==> config.mk <==
export PLATFORM = sky130hd
export DESIGN_NAME = audio_level_detect
export DESIGN_NICKNAME = d
export VERILOG_FILES = /design/src/rtl/audio_pkg.sv /design/src/rtl/audio_abs_sat.sv /design/src/rtl/audio_level_detect.sv
export SDC_FILE = /design/constraint.sdc
export NUM_CORES = 1
export LEC_CHECK = 0
export BUFFER_PORTS_ARGS = -buffer_cell sky130_fd_sc_hd__buf_2
export CAP_MARGIN = 5
export CORE_MARGIN = 2
export CORE_UTILIZATION = 52
export CTS_CLUSTER_DIAMETER = 150
export DETAILED_ROUTE_END_ITERATION = 8
export GPL_TIMING_DRIVEN = 0
export PLACE_DENSITY = 0.74
export SYNTH_ARGS = -nofsm -noshare
export SYNTH_HDL_FRONTEND = slang
export SYNTH_SLANG_ARGS = --single-unit
==> constraint.sdc <==
create_clock -name CLOCK_50 -period 3.63 [get_ports CLOCK_50]
set_clock_uncertainty 0.1 [all_clocks]
set_input_delay 0.726 -clock CLOCK_50 [delete_from_list [all_inputs] [get_ports CLOCK_50]]
set_output_delay 0.726 -clock CLOCK_50 [all_outputs]
set_load 0.005 [all_outputs]
==> src/rtl/audio_pkg.sv <==
// Shared constants and FSM encoding for the audio level detector.
package audio_pkg;
  localparam int AUDIO_W = 32;
  localparam int MAG_W   = 31;

  typedef enum logic [1:0] {
    ST_WAIT = 2'd0,
    ST_POP  = 2'd1,
    ST_EVAL = 2'd2
  } state_t;
endpackage

==> src/rtl/audio_abs_sat.sv <==
// Saturating magnitude of a signed sample; the most negative value clamps to full scale.
module audio_abs_sat
  import audio_pkg::*;
(
  input  logic [AUDIO_W-1:0] i_sample,
  output logic [MAG_W-1:0]   o_mag
);

  logic [AUDIO_W-1:0] w_neg;

  assign w_neg = ~i_sample + 32'd1;

  always_comb begin
    o_mag = i_sample[MAG_W-1:0];
    if (i_sample[AUDIO_W-1] == 1'b0) begin
      o_mag = i_sample[MAG_W-1:0];
    end else if (i_sample == 32'h8000_0000) begin
      o_mag = 31'h7FFF_FFFF;
    end else begin
      o_mag = w_neg[MAG_W-1:0];
    end
  end

endmodule

==> src/rtl/audio_level_detect.sv <==
// Windowed peak detector with hit counting and release hysteresis on an Audio_Controller FIFO.
// Define AUDIO_DETECT_STEREO_EN to take the louder of both channels; otherwise only left is used.
module audio_level_detect
  import audio_pkg::*;
#(
  parameter int          WINDOW_SAMPLES = 480,
  parameter logic [31:0] THRESHOLD      = 32'd10000000,
  parameter logic [31:0] RELEASE        = 32'd5000000,
  parameter int          HIT_WINDOWS    = 3
) (
  input  logic                      CLOCK_50,
  input  logic                      reset,
  input  logic                      enable,
  input  logic                      audio_in_available,
  input  logic signed [AUDIO_W-1:0] left_channel_audio_in,
  input  logic signed [AUDIO_W-1:0] right_channel_audio_in,
  output logic                      read_audio_in,
  output logic                      detect,
  output logic                      armed,
  output logic [MAG_W-1:0]          peak_level
);

  localparam logic [15:0] L_WIN = WINDOW_SAMPLES[15:0];
  localparam logic [3:0]  L_HIT = HIT_WINDOWS[3:0];

  state_t           r_state;
  logic             r_read;
  logic             r_detect;
  logic             r_armed;
  logic             r_pop_en;
  logic [MAG_W-1:0] r_level;
  logic [MAG_W-1:0] r_mag;
  logic [MAG_W-1:0] r_peak;
  logic [15:0]      r_cnt;
  logic [3:0]       r_hit;

  logic [MAG_W-1:0] w_mag;
  logic [MAG_W-1:0] w_mag_l;
  logic [MAG_W-1:0] w_new_peak;
  logic [15:0]      w_cnt_inc;
  logic             w_win_end;
  logic             w_loud;
  logic             w_quiet;
  logic [3:0]       w_hit_next;

  audio_abs_sat u_abs_l (.i_sample(left_channel_audio_in), .o_mag(w_mag_l));

`ifdef AUDIO_DETECT_STEREO_EN
  logic [MAG_W-1:0] w_mag_r;
  audio_abs_sat u_abs_r (.i_sample(right_channel_audio_in), .o_mag(w_mag_r));
  assign w_mag = (w_mag_l >= w_mag_r) ? w_mag_l : w_mag_r;
`else
  logic w_unused_right;
  assign w_unused_right = ^right_channel_audio_in;
  assign w_mag = w_mag_l;
`endif

  always_comb begin
    w_new_peak = (r_mag > r_peak) ? r_mag : r_peak;
    w_cnt_inc  = r_cnt + 16'd1;
    w_win_end  = (w_cnt_inc == L_WIN);
    w_loud     = ({1'b0, w_new_peak} >= THRESHOLD);
    w_quiet    = ({1'b0, w_new_peak} < RELEASE);
    w_hit_next = 4'd0;
    if (!w_loud) begin
      w_hit_next = 4'd0;
    end else if (r_hit >= L_HIT) begin
      w_hit_next = L_HIT;
    end else begin
      w_hit_next = r_hit + 4'd1;
    end
  end

  always_ff @(posedge CLOCK_50 or posedge reset) begin
    if (reset) begin
      r_state  <= ST_WAIT;
      r_read   <= 1'b0;
      r_detect <= 1'b0;
      r_armed  <= 1'b1;
      r_pop_en <= 1'b0;
      r_level  <= 31'd0;
      r_mag    <= 31'd0;
      r_peak   <= 31'd0;
      r_cnt    <= 16'd0;
      r_hit    <= 4'd0;
    end else begin
      r_read   <= 1'b0;
      r_detect <= 1'b0;
      case (r_state)
        ST_WAIT: begin
          if (audio_in_available) begin
            r_state <= ST_POP;
            r_read  <= 1'b1;
          end else begin
            r_state <= ST_WAIT;
          end
        end
        ST_POP: begin
          // Sample pair is captured in the same cycle the pop strobe is high.
          r_mag    <= w_mag;
          r_pop_en <= enable;
          r_state  <= ST_EVAL;
        end
        ST_EVAL: begin
          r_state <= ST_WAIT;
          if (enable && r_pop_en) begin
            if (w_win_end) begin
              r_level <= w_new_peak;
              r_peak  <= 31'd0;
              r_cnt   <= 16'd0;
              r_hit   <= w_hit_next;
              if (r_armed && (w_hit_next == L_HIT)) begin
                r_detect <= 1'b1;
                r_armed  <= 1'b0;
              end else if (w_quiet) begin
                r_armed <= 1'b1;
              end else begin
                r_armed <= r_armed;
              end
            end else begin
              r_peak <= w_new_peak;
              r_cnt  <= w_cnt_inc;
            end
          end else begin
            r_peak <= 31'd0;
            r_cnt  <= 16'd0;
          end
        end
        default: r_state <= ST_WAIT;
      endcase
      // Disabled: window state stays cleared so re-enabling starts a fresh window.
      if (!enable) begin
        r_peak <= 31'd0;
        r_cnt  <= 16'd0;
        r_hit  <= 4'd0;
      end
    end
  end

  assign read_audio_in = r_read;
  assign detect        = r_detect;
  assign armed         = r_armed;
  assign peak_level    = r_level;

endmodule

After elaboration in Yosys (flattened, before gate mapping):

Index checks and enable logic that the tools add are counted.

* register bits after elaboration: 119
* input port bits: 68
* output and inout bits: 34
* logic and storage cells: 60

* add/sub/neg operators: 3
* order comparisons: 4
* equality and inequality tests: 8
* multiplexer cells: 27
* bitwise logic cells: 1
* reduce and logical (&&, ||, !) cells: 7

Operator list (count)
* $mux W31: 7
* $mux W16: 4
* $eq A32 B32 Y1 const B: 1
* $add A31 B1 Y31 const B: 1
* $ge A31 B24 Y1 const B: 1
* $gt A31 B31 Y1: 1
* $lt A31 B23 Y1 const B: 1
* $not A31 Y31: 1
* $mux W4: 6
* $add A16 B1 Y16 const B: 1
* $eq A16 B9 Y1 const B: 1
* $mux W1: 9
* $ne A2 B1 Y1 const B: 3
* $reduce_and A3 Y1: 2
* $add A4 B1 Y4 const B: 1
* $eq A4 B2 Y1 const B: 1
* $ge A4 B2 Y1 const B: 1
* $pmux W2 S2: 1
* $reduce_and A4 Y1: 1
* $eq A2 B1 Y1 const B: 1
* $eq A2 B2 Y1 const B: 1
* $logic_and A1 B1 Y1: 2
* $logic_not A2 Y1: 1
* $reduce_bool A2 Y1: 1

Logic depth before layout (Yosys ltp):

* word-level depth: 10
* gate-level depth with buffers: 11
* mapped depth without buffers: 9

Cells and area by module:

Synthesis repeated with hierarchy kept, for this count alone.

* cells, all modules: 751
* area total of the unflattened synthesis: 7193.1 um^2

By module, submodules not included
* audio_level_detect: instances 1, cells each 588, area an instance 6207.2 um^2, sequential area each 2954.1 um^2
* audio_abs_sat: instances 1, cells each 163, area an instance 985.9 um^2, sequential area each 0.0 um^2

Least setup slack after synthesis:

No wires, ideal clock.

* kind: input -> register
* start: input left_channel_audio_in[12]
* end: register r_mag[15]
* setup time: 77 ps
* data arrival time: 2766 ps
* data required time: 3453 ps
* setup slack: 686 ps
* cell stages on the path: 8
* path buffers: 1
* cells stage by stage: or4_4 > nor4_4 > nand4b_2 > or3_4 > nor3b_4 > nor2_4 > buf_6 > a21oi_1

* word-level cells in the longest chain between the ends: 4
* elaborated cells on any way between the ends: 5
* classes of those cells: add/sub: 1; eq/ne: 1; mux: 2; bitwise: 1

Ends and longest elaborated chain
* from (decl): RTL line audio_level_detect.sv:15 `input logic signed [AUDIO_W-1:0] left_channel_audio_in,`
* $not A31 Y31: RTL line audio_abs_sat.sv:11 `assign w_neg = ~i_sample + 32'd1;`
* $add A31 B1 Y31: RTL line audio_abs_sat.sv:11
* $mux W31 (*): RTL line audio_abs_sat.sv:17 `end else if (i_sample == 32'h8000_0000) begin`
* $mux W31 (*): RTL line audio_abs_sat.sv:15 `if (i_sample[AUDIO_W-1] == 1'b0) begin`
* to (signal assigned): RTL line audio_level_detect.sv:100 `r_mag <= w_mag;`
* to (decl): RTL line audio_level_detect.sv:32 `logic [MAG_W-1:0] r_mag;`

Mark *: on every way between the ends. The rest lies on a longest branch, timed or not.
A chain may end at the register's enable or synchronous reset.

Worst setup path after layout:

* start: register r_cnt[0]
* end: register r_peak[8]

* word-level cells in the longest chain between the ends: 6

Ends and longest elaborated chain
* from (decl): RTL line audio_level_detect.sv:34 `logic [15:0] r_cnt;`
* from (signal assigned): RTL line audio_level_detect.sv:122 `r_cnt <= w_cnt_inc;`
* $add A16 B1 Y16: RTL line audio_level_detect.sv:60 `w_cnt_inc = r_cnt + 16'd1;`
* $eq A16 B9 Y1: RTL line audio_level_detect.sv:61 `w_win_end = (w_cnt_inc == L_WIN);`
* $mux W31: RTL line audio_level_detect.sv:107 `if (w_win_end) begin`
* $mux W31: RTL line audio_level_detect.sv:106 `if (enable && r_pop_en) begin`
* $mux W31: RTL line audio_level_detect.sv:89 `case (r_state)`
* $mux W31: RTL line audio_level_detect.sv:132 `if (!enable) begin`
* to (signal assigned): RTL line audio_level_detect.sv:121 `r_peak <= w_new_peak;`
* to (decl): RTL line audio_level_detect.sv:33 `logic [MAG_W-1:0] r_peak;`

No other way between the ends. The select of a mux whose other input is x is not followed.

==> run_results.csv <==
group,metric,value,unit
worst_hold_path,hold_path.class,"in -> async",
critical_path,slowest_delay,0.47,ns
cts,root_buffer,"clkbuf_16",
critical_path,path_cells,"ha_1 > nand4_1 > nor4_1 > xor2_1 > nor4_2 > a21oi_2 > and2b_1 > buf_2 > a22o_1",
yosys,synth_edf_count,0,
cts,clock_path_buffers,2,
final_layout,final_cell_count_no_fill,1001,
cts,cts_tree,"built",
timing,worst_slack,0.345,ns
cts,cts.sinks,118,
drt,routedWlPerCell,16.7,um
power,p_leak,0.00371,uW
outcome,status,"finished, final reports clean",
timing,drv_slew,0,
critical_path,crit_fanout,10,
final_layout,diodes,0,
placed_design,portBuffers,69,
drt,wl,16700,um
global_routing,grt_pass1_wl,28700,um
yosys,synth_fp_nets,828,
power,power_density,567,nW/um^2
yosys,syn_area,6840,sq um
drt,vias,5903,
global_routing,grt_usage,25.2,%
yosys,syn_avg_cell_area,9.42,sq um
final_layout,multi_input_area,3560,sq um
critical_path,critPathTopFamily,"simple AND/OR/NAND/NOR gates",
placed_design,place.gp.congestion,0.877,
timing,fin_crit_sh,90.5,%
yosys,ys_warn_count,0,
drt,ant_nets,0,
critical_path,rr_worst_depth,9,
global_routing,antenna_found_initial,0,
global_routing,grt_pass1_vias,5946,
cts,cts_buffers,17,
final_layout,area_growth,18.0,%
global_routing,grtUsageMet3,5.65,%
timing,hold_viol_final,0,
job,cap_violations,0,
final_layout,utilization,63.4,%
die,die_y,119,um
critical_path,worstSetupStartpointType,"flip-flop",
drt,dr.first_iter.drc_count,449,
timing,rsz0062_at_grt,"no",
die,rows,41,
timing,worst_slew_pin_slew,0.805,ns
final_layout,finalNetCount,918,
yosys,ys_types,67,
cts,cts.clk_slew.worst_paths,0.06,ns
timing,min_period,3.29,ns
yosys,ys_top_cells_by_count,"117 x dfrtp_1, 93 x nand2_1, 73 x o21ai_0",
cts,clk-insertion-delay-late,0.42,ns
cts,htree_levels,4,
yosys,synth_most_common_cell,"dfrtp_1",
yosys,yosys-top-cells-area,"dfrtp_1 43%, ha_1 6.2%, o21ai_0 5.3%",
die,dieWidth,119,um
critical_path,timing_worst_setup_path_type,"reg -> reg",
critical_path,regToRegStartpoint,"r_cnt[0]$_DFFE_PP0P_",
die,core,12700,sq um
yosys,seq_area_frac_synth,43.2,%
critical_path,cp.required,3.83,ns
drt,drcViolationCount,0,
yosys,synth_top_area_share,42.8,%
cts,hold_buffers,0,
timing,relSlewSlack,46.2,%
critical_path,reg2reg_to,"r_peak[8]$_DFFE_PP0P_",
power,peakVddDrop,0.000415,V
global_routing,met2_usage,40.6,%
global_routing,top_usage_layer,"met2",
global_routing,grt_max_degree,44,
timing,setup_viol,0,
critical_path,endpoint_kind,"flip-flop",
placed_design,dp_slack,0.0401,ns
yosys,ys_seq_elements,118,
critical_path,cpMaxStageDelayCell,"nor4_2",
drt,dr.pass1.iters,5,
final_layout,fillerInstances,1085,
placed_design,dp_cells,969,
yosys,netlist.top_cell.by_area,"dfrtp_1",
critical_path,crit_buf_inv,1,
critical_path,arrival,3.49,ns
yosys,ys_dominant_reg_cell,"dfrtp_1",
global_routing,grt-ovfl-total,0,
global_routing,met1_usage,33.0,%
timing,fin_setup_tns,0,ns
critical_path,r2r_slack,0.34,ns
die,io_pins,102,
final_layout,layout-drive-gt1-share,16.5,%
drt,via_per_inst,5.90,
yosys,syn_inst,726,
placed_design,hpwl,12500,um
yosys,async_flop_share,100,%
final_layout,area.sequential,2950,sq um
timing,fmax,304,MHz
die,die_area,14100,sq um
die,initial_core_util,53.7,%
final cells by class:
class / instances / share of cell area [%]
plain buffers: 37 / 2.15
clock buffers: 20 / 5.78
clock inverters: 12 / 1.88
inverters: 42 / 2.00
multi-input cells: 529 / 44.1
flip-flops and latches: 118 / 36.6
well taps: 172 / 2.67
repair buffers: 71 / 4.77
timing repair:
item	4_1_cts	5_1_grt
gates resized for setup	0	6
setup buffers	0	0
endpoints found under the setup margin	0	55
cell families (layout without fill, tap and decap cells):
kind of cell,Yosys count,after routing,share of synthesized area (%)
simple gates,219,219,16.7
compound gates,211,211,20.1
flops,118,118,43.2
buf+inv,79,182,4.81
fa+ha+maj,34,34,6.22
mux,34,34,5.00
xor+xnor,31,31,3.97
worst max-delay path by stage:
stage / start / end / slack [ns] / cells past startpoint
finish: r_cnt[0]$_DFFE_PP0P_ / r_peak[8]$_DFFE_PP0P_ / 0.34 / 9
detailed placement: r_mag[13]$_DFFE_PP0P_ / peak_level[6]$_DFFE_PP0P_ / 0.04 / 9
floorplan: left_channel_audio_in[12] / r_mag[15]$_DFFE_PP0P_ / 0.69 / 8
global route: r_cnt[0]$_DFFE_PP0P_ / r_peak[19]$_DFFE_PP0P_ / 0.13 / 9
CTS: r_mag[13]$_DFFE_PP0P_ / peak_level[6]$_DFFE_PP0P_ / 0.005 / 9
global placement: r_mag[13]$_DFFE_PP0P_ / peak_level[6]$_DFFE_PP0P_ / 0.08 / 9
where the power goes:
group,internal (uW),switching [uW]
registers,1460,262
clock network,1130,601
logic,496,628
total,3080,1490
metrics by stage:
step | total power, uW | cell area (sq um) | hold slack (ns)
finish | 4570 | 8070 | 0.358
global route | 4820 | 8070 | 0.396
CTS | 4580 | 8060 | 0.360
detailed placement | 2840 | 7440 | 0.367
floorplan | 2470 | 6840 | 0.324
global placement | 2770 | 7400 | 0.360
state kept, by name, indices dropped and copies added (netlist names):
signal,flops
armed,1
detect,1
peak_level,31
r_cnt,16
r_hit,4
r_mag,31
r_peak,31
r_pop_en,1
r_state,2
cell usage in the layout (no fill, tap or decap), types with 6 or more instances in the layout:
cell type	count
clkbuf_1	21
xor2_1	14
clkbuf_16	17
xnor2_1	17
a31oi_1	8
buf_2	80
a22o_1	36
a21oi_1	40
nor4_1	10
or4_1	6
nor3_1	8
clkinvlp_4	6
nor2_1	27
o211ai_1	6
dfrtp_1	117
o21ai_0	73
mux2i_1	33
nand3_1	14
nand4_1	16
and2_1	7
o31ai_1	10
nand2_1	93
ha_1	34
nand2b_1	6
inv_1	41
worst register-to-register path, cell delays in order (launching register included):
cell and delay (ns):
dfrtp_1 0.44, ha_1 0.25, nand4_1 0.34, nor4_1 0.44, xor2_1 0.20, nor4_2 0.47, a21oi_2 0.22, and2b_1 0.25
buf_2 0.20, a22o_1 0.26
layer usage:
| metal | vias to the layer above | routed length [um] |
|---|---|---|
| met5 | - | 0 |
| li1 | 2831 | - |
| met1 | 2836 | 7450 |
| met4 | 0 | 398 |
| met3 | 35 | 853 |
| met2 | 201 | 7990 |
No activity file was read; power rests on OpenSTA's default activity.
